**config.mk**
```make
export PLATFORM = sky130hd
export DESIGN_NAME = axis_rr_packet_arbiter_flat
export DESIGN_NICKNAME = d
export VERILOG_FILES = /design/src/rtl/axis_rr_packet_arbiter_if.sv /design/src/rtl/axis_rr_packet_arbiter.sv /design/src/flat_wrapper.sv
export SDC_FILE = /design/constraint.sdc
export NUM_CORES = 1
export LEC_CHECK = 0
export ABC_AREA = 1
export BUFFER_PORTS_ARGS = -buffer_cell sky130_fd_sc_hd__buf_2
export CAP_MARGIN = 5
export CELL_PAD_IN_SITES_DETAIL_PLACEMENT = 0
export CELL_PAD_IN_SITES_GLOBAL_PLACEMENT = 1
export CORE_MARGIN = 2
export CORE_UTILIZATION = 25
export CTS_CLUSTER_SIZE = 14
export DETAILED_ROUTE_END_ITERATION = 10
export PLACE_DENSITY = 0.82
export SYNTH_ARGS = -nofsm -noshare
export SYNTH_HDL_FRONTEND = slang
export SYNTH_SLANG_ARGS = --single-unit
```
**constraint.sdc**
```tcl
create_clock -name clk -period 1.2 [get_ports clk]
set_input_delay 0.12 -clock clk [delete_from_list [all_inputs] [get_ports clk]]
set_output_delay 0.12 -clock clk [all_outputs]
set_load 0.1 [all_outputs]
```
**src/rtl/axis_rr_packet_arbiter_if.sv**
```systemverilog
// Bundle of N AXIS producer lanes plus the single shared AXIS consumer lane.
// Latency: none, this is wiring only.
// Backpressure: input_ready and output_ready travel in the same bundle as the data.
interface axis_rr_packet_arbiter_if #(
    parameter int NUM_INPUTS = 4,
    parameter int DATA_WIDTH = 10,
    parameter int ID_WIDTH   = 2
);
    logic [NUM_INPUTS-1:0]            input_valid;
    logic [NUM_INPUTS*DATA_WIDTH-1:0] input_data;
    logic [NUM_INPUTS-1:0]            input_last;
    logic [NUM_INPUTS-1:0]            input_ready;
    logic                             output_valid;
    logic [DATA_WIDTH-1:0]            output_data;
    logic                             output_last;
    logic [ID_WIDTH-1:0]              output_id;
    logic                             output_ready;

    // Arbiter side: consumes the producer lanes and drives the shared lane.
    modport slave (
        input  input_valid, input_data, input_last,
        output input_ready,
        output output_valid, output_data, output_last, output_id,
        input  output_ready
    );

    // Environment side: producers and the downstream sink.
    modport master (
        output input_valid, input_data, input_last,
        input  input_ready,
        input  output_valid, output_data, output_last, output_id,
        output output_ready
    );
endinterface

```
**src/rtl/axis_rr_packet_arbiter.sv**
```systemverilog
// Round-robin packet arbiter: merges NUM_INPUTS AXIS streams onto one, tagging beats with source id.
// Latency: 1 cycle to grant from IDLE, 1 cycle from accepted beat to output_valid.
// Backpressure: only the granted input sees ready = !output_valid || output_ready; others are held off.
module axis_rr_packet_arbiter #(
    parameter int NUM_INPUTS = 4,
    parameter int DATA_WIDTH = 10,
    parameter int ID_WIDTH   = 2
) (
    input  logic                      clk,
    input  logic                      rst,
    axis_rr_packet_arbiter_if.slave   bus
);

    localparam logic [0:0] ST_IDLE   = 1'b0;
    localparam logic [0:0] ST_LOCKED = 1'b1;

    logic [0:0]            state;
    logic [ID_WIDTH-1:0]   grant;
    logic [ID_WIDTH-1:0]   last_grant;
    logic [ID_WIDTH-1:0]   next_grant;
    logic [ID_WIDTH-1:0]   cand;
    logic                  any_req;

    logic [NUM_INPUTS-1:0] ready_vec;
    logic                  grant_rdy;
    logic                  accept;
    logic [DATA_WIDTH-1:0] grant_dat;
    logic                  grant_last;

    logic                  out_vld;
    logic [DATA_WIDTH-1:0] out_dat;
    logic                  out_last;
    logic [ID_WIDTH-1:0]   out_id;

    // Round-robin search starting just after the last granted input; the
    // descending scan lets the nearest requester overwrite farther ones.
    always_comb begin
        next_grant = '0;
        any_req    = 1'b0;
        cand       = '0;
        for (int k = NUM_INPUTS; k >= 1; k--) begin
            cand = ID_WIDTH'((int'(last_grant) + k) % NUM_INPUTS);
            if (bus.input_valid[cand]) begin
                next_grant = cand;
                any_req    = 1'b1;
            end
        end
    end

    // The output stage can take a new beat when empty or draining this cycle.
    assign grant_rdy  = !out_vld || bus.output_ready;
    assign grant_dat  = bus.input_data[int'(grant)*DATA_WIDTH +: DATA_WIDTH];
    assign grant_last = bus.input_last[grant];
    assign accept     = (state == ST_LOCKED) && !rst && bus.input_valid[grant] && grant_rdy;

    // Only the locked input ever sees ready; reset forces all ready bits low.
    always_comb begin
        ready_vec = '0;
        if ((state == ST_LOCKED) && !rst) begin
            ready_vec[grant] = grant_rdy;
        end
    end

    // Grant FSM: arbitrate in IDLE, hold the grant until the last beat is accepted.
    always_ff @(posedge clk) begin
        if (rst) begin
            state      <= ST_IDLE;
            grant      <= '0;
            last_grant <= ID_WIDTH'(NUM_INPUTS - 1);
        end else begin
            case (state)
                ST_IDLE: begin
                    if (any_req) begin
                        grant <= next_grant;
                        state <= ST_LOCKED;
                    end
                end
                ST_LOCKED: begin
                    if (accept && grant_last) begin
                        last_grant <= grant;
                        state      <= ST_IDLE;
                    end
                end
                default: state <= ST_IDLE;
            endcase
        end
    end

    // Output register: reload on accept, clear valid on a drain with no reload.
    // Data fields hold after a drain so the bus stays quiet between packets.
    always_ff @(posedge clk) begin
        if (rst) begin
            out_vld  <= 1'b0;
            out_dat  <= '0;
            out_last <= 1'b0;
            out_id   <= '0;
        end else if (accept) begin
            out_vld  <= 1'b1;
            out_dat  <= grant_dat;
            out_last <= grant_last;
            out_id   <= grant;
        end else if (out_vld && bus.output_ready) begin
            out_vld  <= 1'b0;
        end
    end

    assign bus.input_ready  = ready_vec;
    assign bus.output_valid = out_vld;
    assign bus.output_data  = out_dat;
    assign bus.output_last  = out_last;
    assign bus.output_id    = out_id;

endmodule

```
**src/flat_wrapper.sv**
```systemverilog
// flat-port wrapper written by rule: the top's interface ports become plain ports
module axis_rr_packet_arbiter_flat 
#(
    parameter int NUM_INPUTS = 4,
    parameter int DATA_WIDTH = 10,
    parameter int ID_WIDTH   = 2
)
  (clk, rst, bus_input_valid, bus_input_data, bus_input_last, bus_input_ready, bus_output_valid, bus_output_data, bus_output_last, bus_output_id, bus_output_ready);
  axis_rr_packet_arbiter_if #(.NUM_INPUTS(NUM_INPUTS), .DATA_WIDTH(DATA_WIDTH), .ID_WIDTH(ID_WIDTH)) bus_i ();
  input  logic clk;
  input  logic rst;
  input wire logic [$bits(bus_i.input_valid)-1:0] bus_input_valid;
  input wire logic [$bits(bus_i.input_data)-1:0] bus_input_data;
  input wire logic [$bits(bus_i.input_last)-1:0] bus_input_last;
  output wire logic [$bits(bus_i.input_ready)-1:0] bus_input_ready;
  output wire logic [$bits(bus_i.output_valid)-1:0] bus_output_valid;
  output wire logic [$bits(bus_i.output_data)-1:0] bus_output_data;
  output wire logic [$bits(bus_i.output_last)-1:0] bus_output_last;
  output wire logic [$bits(bus_i.output_id)-1:0] bus_output_id;
  input wire logic [$bits(bus_i.output_ready)-1:0] bus_output_ready;
  assign bus_i.input_valid = bus_input_valid;
  assign bus_i.input_data = bus_input_data;
  assign bus_i.input_last = bus_input_last;
  assign bus_input_ready = bus_i.input_ready;
  assign bus_output_valid = bus_i.output_valid;
  assign bus_output_data = bus_i.output_data;
  assign bus_output_last = bus_i.output_last;
  assign bus_output_id = bus_i.output_id;
  assign bus_i.output_ready = bus_output_ready;
  axis_rr_packet_arbiter #(.NUM_INPUTS(NUM_INPUTS), .DATA_WIDTH(DATA_WIDTH), .ID_WIDTH(ID_WIDTH)) u_core (.clk(clk), .rst(rst), .bus(bus_i));
endmodule
```
**Word level (Yosys, flattened, before mapping)**

Cells that the tools add are included.

- Bits in registers: 19
- Latch bits: 0
- Memory bits (writable): 0
- Bits in read-only memories: 0
- Input bits: 51
- Output and inout bits: 18
- Word-level logic and storage cells: 61
- Memories kept: 0

- Add/sub/neg operators: 4
- $mul: 1
- Divide/modulo/power cells: 0
- $lt $le $gt $ge: 6
- Equal/unequal tests: 0
- Shifts and indexed selects: 1
- Mux-type cells: 28
- Bitwise operators: 2
- Reductions and logical operators: 12

Operator list:

| operator | number |
|---|---|
| variable part select 40 x 32 -> 10 bit | 1 |
| < comparator 2 x 3 -> 1 bit (second input constant) | 5 |
| 2-to-1 mux 1 bit | 15 |
| binary-select mux 1 bit (select 2 bit) | 6 |
| 2-to-1 mux 2 bit | 4 |
| logical AND 1 bit | 6 |
| multiplier 2 x 3 -> 5 bit (second input constant) | 1 |
| adder 2 x 1 -> 2 bit (second input constant) | 2 |
| adder 2 bit (second input constant) | 2 |
| bitwise AND 4 bit | 1 |
| 2-to-1 mux 4 bit | 1 |
| AND reduction 2 bit | 2 |
| demux 1 bit (select 2 bit) | 1 |
| >= comparator 2 x 1 -> 1 bit (second input constant) | 1 |
| zero test 1 bit | 2 |
| one-hot mux 1 bit (2 select lines) | 1 |
| nonzero test 2 bit | 1 |
| logical OR 1 bit | 1 |
| NOT 1 bit | 1 |

**Logic depth before layout (Yosys ltp)**

Gate-level depths: netlist of the first run.

- Depth after elaboration: 9
- Gate-level depth with buffers: 13
- Mapped depth without buffers: 12

**Worst setup path before layout of the first run**

OpenSTA, ideal clock, no wires.

- Kind: register to output
- Start point: reg u_core.out_vld, in the netlist u_core.bus.output_valid
- End point: out bus_input_ready[0]
- Data arrival time: 3.067 ns
- Data required time: 1.080 ns
- Path slack: -1.987 ns
- Stages on the path, launching flop included: 6
- Path buffers: 0
- Path through: dfxtp_1 > inv_1 > nor2_1 > inv_1 > nand2_1 > nor3_1

- Cells in the longest elaborated chain, start to end: 4

RTL lines:

| what | RTL line | source |
|---|---|---|
| start, declared | axis_rr_packet_arbiter.sv:30 | `logic out_vld;` |
| start signal, assigned | axis_rr_packet_arbiter.sv:93 | `out_vld <= 1'b0;` |
| start signal, assigned | axis_rr_packet_arbiter.sv:98 | `out_vld <= 1'b1;` |
| start signal, assigned | axis_rr_packet_arbiter.sv:103 | `out_vld <= 1'b0;` |
| zero test 1 bit | axis_rr_packet_arbiter.sv:51 | `assign grant_rdy = !out_vld \|\| bus.output_ready;` |
| logical OR 1 bit | axis_rr_packet_arbiter.sv:51 |  |
| bitwise AND 4 bit (no line) | n/a |  |
| 2-to-1 mux 4 bit | axis_rr_packet_arbiter.sv:59 | `if ((state == ST_LOCKED) && !rst) begin` |
| end, declared | flat_wrapper.sv:15 | `output wire logic [$bits(bus_i.input_ready)-1:0] bus_input_ready;` |

Every way passes these cells.

**Worst setup path in the final report of the first run**

- Start point: reg u_core.grant[1]
- End point: reg u_core.out_id[1], in the netlist u_core.bus.output_id[1]

- Cells in the longest elaborated chain, start to end: 4

RTL lines:

| what | RTL line | source |
|---|---|---|
| start, declared | axis_rr_packet_arbiter.sv:18 | `logic [ID_WIDTH-1:0] grant;` |
| start signal, assigned | axis_rr_packet_arbiter.sv:74 | `grant <= next_grant;` |
| binary-select mux 1 bit (select 2 bit) | axis_rr_packet_arbiter.sv:54 | `assign accept = (state == ST_LOCKED) && !rst && bus.input_valid[grant] && grant_rdy;` |
| 2-to-1 mux 1 bit (not written as such) | axis_rr_packet_arbiter.sv:54 |  |
| logical AND 1 bit (2 in a row) | axis_rr_packet_arbiter.sv:54 |  |
| end signal, assigned | axis_rr_packet_arbiter.sv:101 | `out_id <= grant;` |
| end, declared | axis_rr_packet_arbiter.sv:33 | `logic [ID_WIDTH-1:0] out_id;` |

Several ways; a longest one is shown, not always the timed one. The select of a mux whose other input is x is not followed.
A chain may end at the register's enable or synchronous reset.

==> metrics.cfg, run 1 <==
[yosys]
synth_top_area_cell=dfxtp_1
ys_seq_area_share_pct=30.77
synth_xor_area_share_pct=0
syn_avg_cell_area_um2=6.030
synth_warnings=0
synth_fa_ha_area_share_pct=0
ys_seq_elements=19
synth_area_mm2=0.001236
syn_inst=205
synth_compound_area_share_pct=13.87
synth_top_family_by_area=simple AND/OR/NAND/NOR gates
synthSimpleGateAreaFrac_pct=45.34
synthMuxAreaShare_pct=0
syn_nets=256
yosysUniqueCellTypes=19
synth_top_area_share_pct=30.77
synth.area.top_cells=dfxtp_1 31%, nand2_1 22%, nor2_1 11%

[global_routing]
grt_max_degree=17
grt_usage_pct=15.22
grt_pass1_wl_mm=6.499
antenna_found_initial=0
use_met2_pct=26.98
grtUsageMet1_pct=18.73
gr-max-usage-layer=met2
grt_pass1_vias=1496
overflow=0
grt_use_met3_pct=3.523

[worst_setup_path]
reg2reg_from=u_core.grant[1]$_SDFFE_PP0P_
worstPathRequired_ns=1.35
end_kind=register
ff2ff_path_depth=9
r2r_slack_ns=-0.25
worst_setup_path_start_kind=register
rr_endpoint=u_core.bus.output_id[1]$_SDFFE_PP0P_
path_class=reg -> reg
critPathMaxFanout=8
critPathArrivalTime_ns=1.60

[placement]
port_buffers=68
hpwl_mm=3.223
globalplace.congestion=0.8358

[hold_path]
hold_class=in -> reg
whs_path_depth=3
worstHoldStart=rst
min_to=u_core.bus.output_valid$_SDFFE_PP0P_

[timing]
setup_violations=23
setup_tns_ns=-4.756
fin_worst_skew_ns=0.003984
setup_ws_ns=-0.2462
relSlewSlack_pct=65.76
max_slew.worst_pin.slew_ns=0.5130
hold_viol=0
drv_slew=0
rsz0062_at_grt=true
hold_ws_ns=0.1617
min_period_over_period_pct=120.5
min_period_ns=1.446
clock.fmax_mhz=691.5

[status]
status=finished, violations left
violations=setup timing

[job]
maxCapViolCount=0

[power]
p_per_area_mw_per_mm2=1566
power.leakage_nw=1.150
p_total_mw=3.661
ir_drop_uv=672.8

[clock_tree]
cts_tree=done
clk_pin_slew_worst_paths_ns=0.07
htreeDepth=1
numCtsBuffers=3
clock_path_buffers=2
clk-insertion-delay-late_ns=0.26
ctsRootBufferMaster=clkbuf_8
ctsHoldBuffers=0
cts_sinks=19

[finish]
syn2layout_area_growth_pct=89.17
utilization_pct=49.18
drive_above_1_share_pct=50.65
fin_nets=358
n_antenna_cell=0

[floorplan]
die-area_mm2=0.005523
die_w_um=74.32
fp-row-count=25
core_area_mm2=0.004755
die_h_um=74.32
ios=69
initial_utilization_pct=26.00

[route]
routedWlPerCell_um=10.87
drc=0
antenna_left=0
drt-total-wl_mm=4.056
viasPerCell=4.284
dr_total_vias=1598
firstDrtPassIters=4
drt-initial-drc-count=73

-- synthesized netlist by cell type --
master,number
a21oi_1,2
a22oi_1,11
buf_2,4
buf_4,3
buf_6,2
clkbuf_1,1
dfxtp_1,19
inv_1,9
inv_2,4
inv_4,1
nand2_1,72
nand3_1,19
nand3_4,1
nand4_2,1
nor2_1,35
nor2_2,3
nor3_1,3
o21ai_0,14
o21ai_2,1
-- state kept, by name (all words and copies together) (netlist names) --
signal,flops
u_core.bus.output_data,10
u_core.bus.output_id,2
u_core.grant,2
u_core.last_grant,2
u_core.bus.output_last,1
u_core.bus.output_valid,1
u_core.state,1
-- placed cells by master, fill, tap and decap left out --
cell	count
o21ai_4	1
dfxtp_2	4
nor2_2	4
inv_6	3
clkinv_2	1
nand2_4	2
buf_2	57
clkbuf_8	3
a22oi_1	11
dfxtp_1	12
o21ai_2	4
nor2_1	30
nand2_1	62
dfxtp_4	3
buf_4	28
buf_12	13
o21ai_1	7
buf_6	8
nand3_1	18
a21oi_1	2
inv_1	6
nand2_8	1
nand3_4	1
nor2_4	4
nor3_4	3
nand4_4	1
nand3_2	1
o21ai_0	3
inv_8	1
inv_2	4
nand2_2	7
clkbuf_4	1
-- worst max-delay path: stages (launching register included) --
cell     delay, ns
dfxtp_2       0.37
buf_12        0.15
inv_8         0.03
nor2_4        0.13
nand2_2       0.08
nand4_4       0.07
nand3_4       0.15
buf_12        0.18
o21ai_1       0.11
nor2_1        0.06
-- metrics by stage --
stage,std cells,instance area (um^2),setup WS [ns]
2_1_floorplan,205,1359,-0.4486
3_3_place_gp,362,2127,-0.2103
3_5_place_dp,362,2127,-0.2664
4_1_cts,370,2283,-0.2348
5_1_grt,373,2338,-0.3272
6_report,373,2338,-0.2462
-- area by class of cell --
class                           count  area [um^2]
Clock inverter                      1        5.005
Multi-Input combinational cell    162        883.3
Inverter                           14        75.07
Timing Repair Buffer              107        853.3
Fill cell                         486         2416
Sequential cell                    19        396.6
Tap cell                           67        83.83
Clock buffer                        3        41.29
-- metal layers --
layer  part of all wire [%]  up-vias
li1                       -      867
met1                     44      684
met2                     50       43
met3                    5.2        4
met4                    1.0        0
met5                      0        -
-- report_power, final --
part | switching, mW | total, mW | internal (mW)
registers | 0.111 | 0.854 | 0.743
logic | 1.40 | 2.36 | 0.953
clock network | 0.221 | 0.452 | 0.231
total | 1.73 | 3.66 | 1.93
-- timing repair --
action                     in CTS  in global routing
pin swaps                       6                  5
setup buffers                   4                  3
setup endpoints to repair      23                 24
gates resized for setup        25                  9
-- cells by family after synthesis --
logic type             Yosys count
AO/OA/AOI/OAI                   28
buffers and inverters           24
flip-flops                      19
AND/OR/NAND/NOR                134
-- how the worst max path moves through the flow --
| stage | start | endpoint | cells past startpoint |
|---|---|---|---|
| 4_1_cts | u_core.grant[1]$_SDFFE_PP0P_ | bus_input_ready[2] | 5 |
| 6_report | u_core.grant[1]$_SDFFE_PP0P_ | u_core.bus.output_id[1]$_SDFFE_PP0P_ | 9 |
| 3_3_place_gp | u_core.grant[1]$_SDFFE_PP0P_ | u_core.last_grant[1]$_SDFFE_PP1P_ | 7 |
| 5_1_grt | u_core.grant[1]$_SDFFE_PP0P_ | u_core.last_grant[1]$_SDFFE_PP1P_ | 10 |
| 2_1_floorplan | u_core.bus.output_valid$_SDFFE_PP0P_ | bus_input_ready[0] | 5 |
| 3_5_place_dp | u_core.grant[1]$_SDFFE_PP0P_ | u_core.last_grant[1]$_SDFFE_PP1P_ | 10 |
Note: power is estimated with default switching activity, not from simulation.
==> inputs of run 2 (changes only) <==
Settings changed: CORE_UTILIZATION 25 to 26, CTS_BUF_LIST set to sky130_fd_sc_hd__clkbuf_8, MAX_ROUTING_LAYER set to met4, PLACE_DENSITY 0.82 to 0.85.
==> run 2 against run 1 <==
Compared with the run above:
- total power grew 4.2%
- global-route usage grew 1.7 points
- utilization grew 3.8 points
- via count grew 8.3%
- sequential power shrank 0.5%
- final cell count shrank 2.9%
- the flow still finishes with violations (setup timing)
- maximum frequency grew 0.70%
- register-to-register slack gained 0.02 ns
- clock skew shrank 0.0017 ns
- sequential cell count is the same
==> metrics.cfg, run 2 (synthesis gave the netlist of run 1 again) <==
[clock_tree]
numCtsBuffers=3  ; unchanged
cts_sinks=19  ; unchanged
cts_tree=done
ctsRootBufferMaster=clkbuf_8
clock_path_buffers=2  ; unchanged
ctsHoldBuffers=0  ; unchanged
clk-insertion-delay-late_ns=0.26  ; about the same
htreeDepth=1  ; unchanged
clk_pin_slew_worst_paths_ns=0.07  ; about the same

[status]
violations=setup timing
status=finished, violations left

[power]
power_frac_seq_pct=22.3  ; -1.0 points
combPwrFrac_pct=66.1  ; +1.8 points
p_switching_mw=1.864  ; +7.5%
ir_drop_uv=588.9  ; -12%
p_per_area_mw_per_mm2=1545  ; -1.3%
internal-power_mw=1.952  ; +1.3%
sw_frac_of_total_pct=48.85  ; +1.5 points
power.leakage_nw=1.187  ; +3.2%
p_clk_share_pct=11.7  ; -0.6 points

[placement]
hpwl_mm=3.264  ; +1.3%
post-place-ws_ns=-0.2526  ; +0.01376 ns
placed_area_mm2=0.002061  ; -3.1%
port_buffers=68  ; unchanged
globalplace.congestion=0.8285  ; -0.87%

[floorplan]
die-area_mm2=0.005322  ; -3.6%
die_w_um=72.96  ; -1.8%
ios=69  ; unchanged
fp-row-count=25  ; unchanged
die_h_um=72.96  ; -1.8%
core_area_mm2=0.004661  ; -2.0%
initial_utilization_pct=26.52  ; +0.52 points

[finish]
fin_area_mm2=0.002470  ; +5.6%
seq_area_um2=397.9  ; +0.32%
utilization_pct=52.99  ; +3.8 points
multi_input_area_mm2=0.001049  ; +19%
fin_nets=360  ; +0.56%
largest_reg_flops=10  ; unchanged
fill_cells=439  ; -9.7%
final_cell_mix=59 x buf_2, 46 x nand2_1, 29 x nor2_1, 29 x buf_4, 16 x nand2_2
n_antenna_cell=0  ; unchanged
drive_above_1_share_pct=61.04  ; +10 points
final_common_cell=buf_2
syn2layout_area_growth_pct=99.80

[route]
routedWlPerCell_um=12.58  ; +16%
dr_total_vias=1730  ; +8.3%
drt-initial-drc-count=50  ; -32%
viasPerCell=4.779  ; +12%
drt-total-wl_mm=4.555  ; +12%
firstDrtPassIters=4  ; unchanged
antenna_left=0  ; unchanged
drc=0  ; unchanged

[global_routing]
grtUsageMet1_pct=20.00  ; +1.3 points
grt_max_degree=17  ; unchanged
grt_use_met3_pct=3.453  ; -0.070 points
grt_usage_pct=16.89  ; +1.7 points
overflow=0  ; unchanged
grt_pass1_wl_mm=6.734  ; +3.6%
use_met2_pct=30.10  ; +3.1 points
antenna_found_initial=0  ; unchanged
gr-max-usage-layer=met2
grt_pass1_vias=1479  ; -1.1%

[worst_setup_path]
crit_buf_inv=3  ; unchanged
worst_setup_path_start_kind=register
cp_slowest_cell=dfxtp_2
crit_chain=inv_2, nor2_4, buf_6, nand2_8, nor3_4, buf_12
critPathMaxFanout=4  ; -4
reg2reg_from=u_core.grant[1]$_SDFFE_PP0P_
critPathArrivalTime_ns=1.32  ; -0.28 ns
end_kind=output port
worstPathRequired_ns=1.08  ; -0.27 ns
path_class=reg -> out
path_delay_family=buffers and inverters
cpPeakStageDelay_ns=0.33  ; -0.04 ns
startpoint=u_core.state$_SDFF_PP0_

[timing]
rsz0062_at_grt=true
setup_ws_ns=-0.2362  ; +0.01004 ns
setup_violations=23  ; unchanged
relSlewSlack_pct=47.38  ; -18 points
drv_slew=0  ; unchanged
clock.fmax_mhz=696.3  ; +0.70%
min_period_ns=1.436  ; -0.01004 ns
max_slew.worst_pin.slew_ns=0.7885  ; +0.2754 ns
hold_viol=0  ; unchanged
fin_worst_skew_ns=0.002253  ; -0.001731 ns
min_period_over_period_pct=119.7  ; -0.84 points

[hold_path]
hold_class=in -> reg
worstHoldStart=rst

[job]
maxCapViolCount=0  ; unchanged

==> run 2: cell count changes in the layout (fill, tap and decap cells not counted), moves of 5 or more <==
cell and delta:
nand2_1 -16, nand2_4 +6, nand2_2 +9, o21ai_1 -5, o21ai_2 +7
==> run 2: power groups by stage <==
stage / clock network [mW] / logic, mW / registers, mW
2_1_floorplan: 0 / 0.999 / 1.28
3_3_place_gp: 0 / 2.09 / 0.847
3_5_place_dp: 0 / 2.09 / 0.850
6_report: 0.445 / 2.52 / 0.850
4_1_cts: 0.458 / 2.32 / 0.848
5_1_grt: 0.486 / 2.69 / 0.866
==> run 2: worst paths after layout <==
kind                                                          endpoint  slack (ns)  depth (start not counted)
worst max-delay path                                bus_input_ready[0]       -0.24                          6
worst min-delay path               u_core.bus.output_last$_SDFFE_PP0P_        0.21                          3
worst min register to register  u_core.bus.output_data[9]$_SDFFE_PP0P_        0.47                          2
worst max register to register       u_core.last_grant[1]$_SDFFE_PP1P_       -0.23                         10
==> run 2: area by class of cell <==
type | instances | share of cell area, %
clock buffer | 3 | 1.672
clock inverter | 1 | 0.1520
inverter | 14 | 3.141
multi-input combinational | 162 | 42.45
sequential | 19 | 16.11
tap | 54 | 2.736
timing repair buffer | 109 | 33.74
==> run 2: worst min-delay path, delay by kind of cell <==
| kind | cells | cell delay (ns) |
|---|---|---|
| AO/OA/AOI/OAI | 1 | 0.04 |
| buffers and inverters | 2 | 0.27 |
==> run 2: stage by stage <==
stage | setup TNS [ns] | hold WS, ns | std cells | total power [mW]
2_1_floorplan | -2.569 | 0.1794 | 205 | 2.275
3_3_place_gp | -2.578 | 0.4381 | 348 | 2.934
3_5_place_dp | -3.799 | 0.4334 | 348 | 2.945
4_1_cts | -4.081 | 0.1899 | 357 | 3.630
5_1_grt | -5.656 | 0.2139 | 362 | 4.040
6_report | -4.374 | 0.2096 | 362 | 3.816
==> run 2: repair_timing <==
| action | in CTS | in global routing |
|---|---|---|
| gates resized for setup | 49 | 36 |
| pin swaps | 19 | 19 |
| setup endpoints to repair | 23 | 24 |
| buffers inserted | 5 | 5 |
==> run 2: routing by layer <==
metal  wire, um  vias to the layer above
met5          0                        -
met4         31                        0
met3        257                        4
met2       2409                       64
met1       1858                      797
li1           -                      865
==> inputs of run 3 (changes only) <==
Settings changed: CELL_PAD_IN_SITES_DETAIL_PLACEMENT 0 to 1, CELL_PAD_IN_SITES_GLOBAL_PLACEMENT 1 to 2, CORE_UTILIZATION 26 to 19, PLACE_DENSITY 0.85 to 0.84.
==> run 3 against run 2 <==
Compared with the run above:
- the flow still finishes with violations (setup timing)
- non-clock buffer count increased by 9
- via count increased by 5.5%
- sequential share of layout area decreased by 2.0 points
- clock-buffer cell count unchanged
- worst hold slack got worse by 0.039 ns
- utilization decreased by 8.3 points
- setup slack got worse by 0.031 ns
- critical endpoint is now u_core.bus.output_id[1]$_SDFFE_PP0P_
- highest routed layer unchanged
==> metrics.cfg, run 3 (synthesis gave the netlist of run 1 again) <==
[status]
status=finished, violations left
violations=setup timing

[global_routing]
grt_use_met3_pct=2.753  ; -0.70 points
grt_pass1_wl_mm=9.025  ; +34%
overflow=0  ; unchanged
gr-max-usage-layer=met2
use_met2_pct=29.35  ; -0.75 points
grt_max_degree=17  ; unchanged
grt_usage_pct=16.46  ; -0.43 points
grt_pass1_vias=1922  ; +30%
grtUsageMet1_pct=18.39  ; -1.6 points
antenna_found_initial=0  ; unchanged

[route]
drt-total-wl_mm=5.848  ; +28%
viasPerCell=4.611  ; -3.5%
firstDrtPassIters=4  ; unchanged
routedWlPerCell_um=14.77  ; +17%
drc=0  ; unchanged
dr_total_vias=1826  ; +5.5%
antenna_left=0  ; unchanged
drt-initial-drc-count=28  ; -44%

[floorplan]
die-area_mm2=0.007167  ; +35%
fp-row-count=29  ; +16%
core_area_mm2=0.006314  ; +35%
ios=69  ; unchanged
die_h_um=84.66  ; +16%
initial_utilization_pct=19.58  ; -6.9 points
die_w_um=84.66  ; +16%

[job]
maxCapViolCount=0  ; unchanged

[power]
p_switching_mw=2.068  ; +11%
p_per_area_mw_per_mm2=1521  ; -1.5%
ir_drop_uv=663.6  ; +13%
internal-power_mw=2.226  ; +14%
power.leakage_nw=1.303  ; +9.8%
p_clk_share_pct=10.9  ; -0.8 points
sw_frac_of_total_pct=48.17  ; -0.68 points
power_frac_seq_pct=20.4  ; -1.9 points
combPwrFrac_pct=68.7  ; +2.6 points

[placement]
hpwl_mm=4.046  ; +24%
globalplace.congestion=0.8545  ; +3.1%
numPlacedInstances=374  ; +7.5%
placed_area_mm2=0.002217  ; +7.6%
post-place-ws_ns=-0.2651  ; -0.01248 ns
port_buffers=68  ; unchanged

[finish]
utilization_pct=44.71  ; -8.3 points
final_common_cell=buf_2
fin_area_mm2=0.002823  ; +14%
final-instance-count-excl-fill=396  ; +9.4%
syn2layout_area_growth_pct=128.3
n_antenna_cell=0  ; unchanged
largest_reg_flops=10  ; unchanged
fin_nets=371  ; +3.1%
final_cell_mix=52 x buf_2, 40 x nand2_1, 35 x buf_4
drive_above_1_share_pct=67.71  ; +6.7 points

[timing]
hold_viol=0  ; unchanged
setup_violations=23  ; unchanged
rsz0062_at_grt=true
relSlewSlack_pct=67.77  ; +20 points
setup_tns_ns=-5.432  ; -1.058 ns
min_period_over_period_pct=122.3  ; +2.6 points
drv_slew=0  ; unchanged
clock.fmax_mhz=681.6  ; -2.1%
min_period_ns=1.467  ; +0.03092 ns
fin_worst_skew_ns=0.003641  ; +0.001388 ns
setup_ws_ns=-0.2671  ; -0.03092 ns
max_slew.worst_pin.slew_ns=0.4868  ; -0.3017 ns

[clock_tree]
clk-insertion-delay-late_ns=0.26  ; about the same
numCtsBuffers=3  ; unchanged
htreeDepth=1  ; unchanged
cts_sinks=19  ; unchanged
clock_path_buffers=2  ; unchanged
cts_tree=done
ctsRootBufferMaster=clkbuf_8
clk_pin_slew_worst_paths_ns=0.08  ; about the same

[worst_setup_path]
worst_setup_path_start_kind=register
critPathMaxFanout=7  ; +3
critPathArrivalTime_ns=1.63  ; +0.31 ns
path_class=reg -> reg
worstPathRequired_ns=1.36  ; +0.28 ns
end_kind=register

[hold_path]
hold_class=in -> reg

[run 3: final timing paths]
kind / start / to / slack, ns / cells after the start
max reg2reg: u_core.grant[1]$_SDFFE_PP0P_ / u_core.bus.output_id[1]$_SDFFE_PP0P_ / -0.27 / 9
min: rst / u_core.bus.output_last$_SDFFE_PP0P_ / 0.17 / 3
min reg2reg: u_core.bus.output_data[0]$_SDFFE_PP0P_ / u_core.bus.output_data[0]$_SDFFE_PP0P_ / 0.49 / 2
max: u_core.grant[1]$_SDFFE_PP0P_ / u_core.bus.output_id[1]$_SDFFE_PP0P_ / -0.27 / 9
[run 3: layout make-up]
class | count | area [um^2]
Fill cell | 774 | 3491
Sequential cell | 19 | 397.9
Clock inverter | 1 | 5.005
Tap cell | 77 | 96.34
Multi-Input combinational cell | 162 | 1145
Inverter | 14 | 80.08
Timing Repair Buffer | 118 | 1042
Clock buffer | 3 | 41.29
Timing Repair inverter | 2 | 15.01
[run 3: power groups by stage]
stage / logic (mW) / registers, mW / clock network [mW]
floorplan: 0.999 / 1.28 / 0
global placement: 2.26 / 0.873 / 0
CTS: 2.73 / 0.874 / 0.477
detailed placement: 2.29 / 0.874 / 0
finish: 2.95 / 0.878 / 0.467
global route: 3.14 / 0.894 / 0.512
[run 3: what timing repair did]
action,CTS,global route
gates resized for setup,72,39
pin swaps,32,28
setup buffers,10,5
endpoints found under the setup margin,23,24
hold buffers,0,0
cloned,2,1
[run 3: per-stage QoR]
stage / hold WS [ns] / power, mW
6_report: 0.1704 / 4.294
3_5_place_dp: 0.4408 / 3.164
3_3_place_gp: 0.4398 / 3.134
4_1_cts: 0.1565 / 4.083
2_1_floorplan: 0.1794 / 2.275
5_1_grt: 0.1878 / 4.551
[run 3: per-layer routing]
metal | vias to the layer above | share of wire (%) | wire (um)
met5 | - | 0 | 0
met4 | 0 | 1.7 | 97
met3 | 9 | 4.8 | 283
met2 | 66 | 54 | 3168
met1 | 856 | 39 | 2299
li1 | 895 | - | -
[run 3: worst max-delay path, cell delays in order, from the launching register on]
cell	delay (ns)
dfxtp_2	0.33
buf_12	0.14
nor2_4	0.16
nand2_2	0.09
nand4_4	0.10
nand3_4	0.10
buf_12	0.15
buf_12	0.13
o21ai_2	0.11
nor2_1	0.05
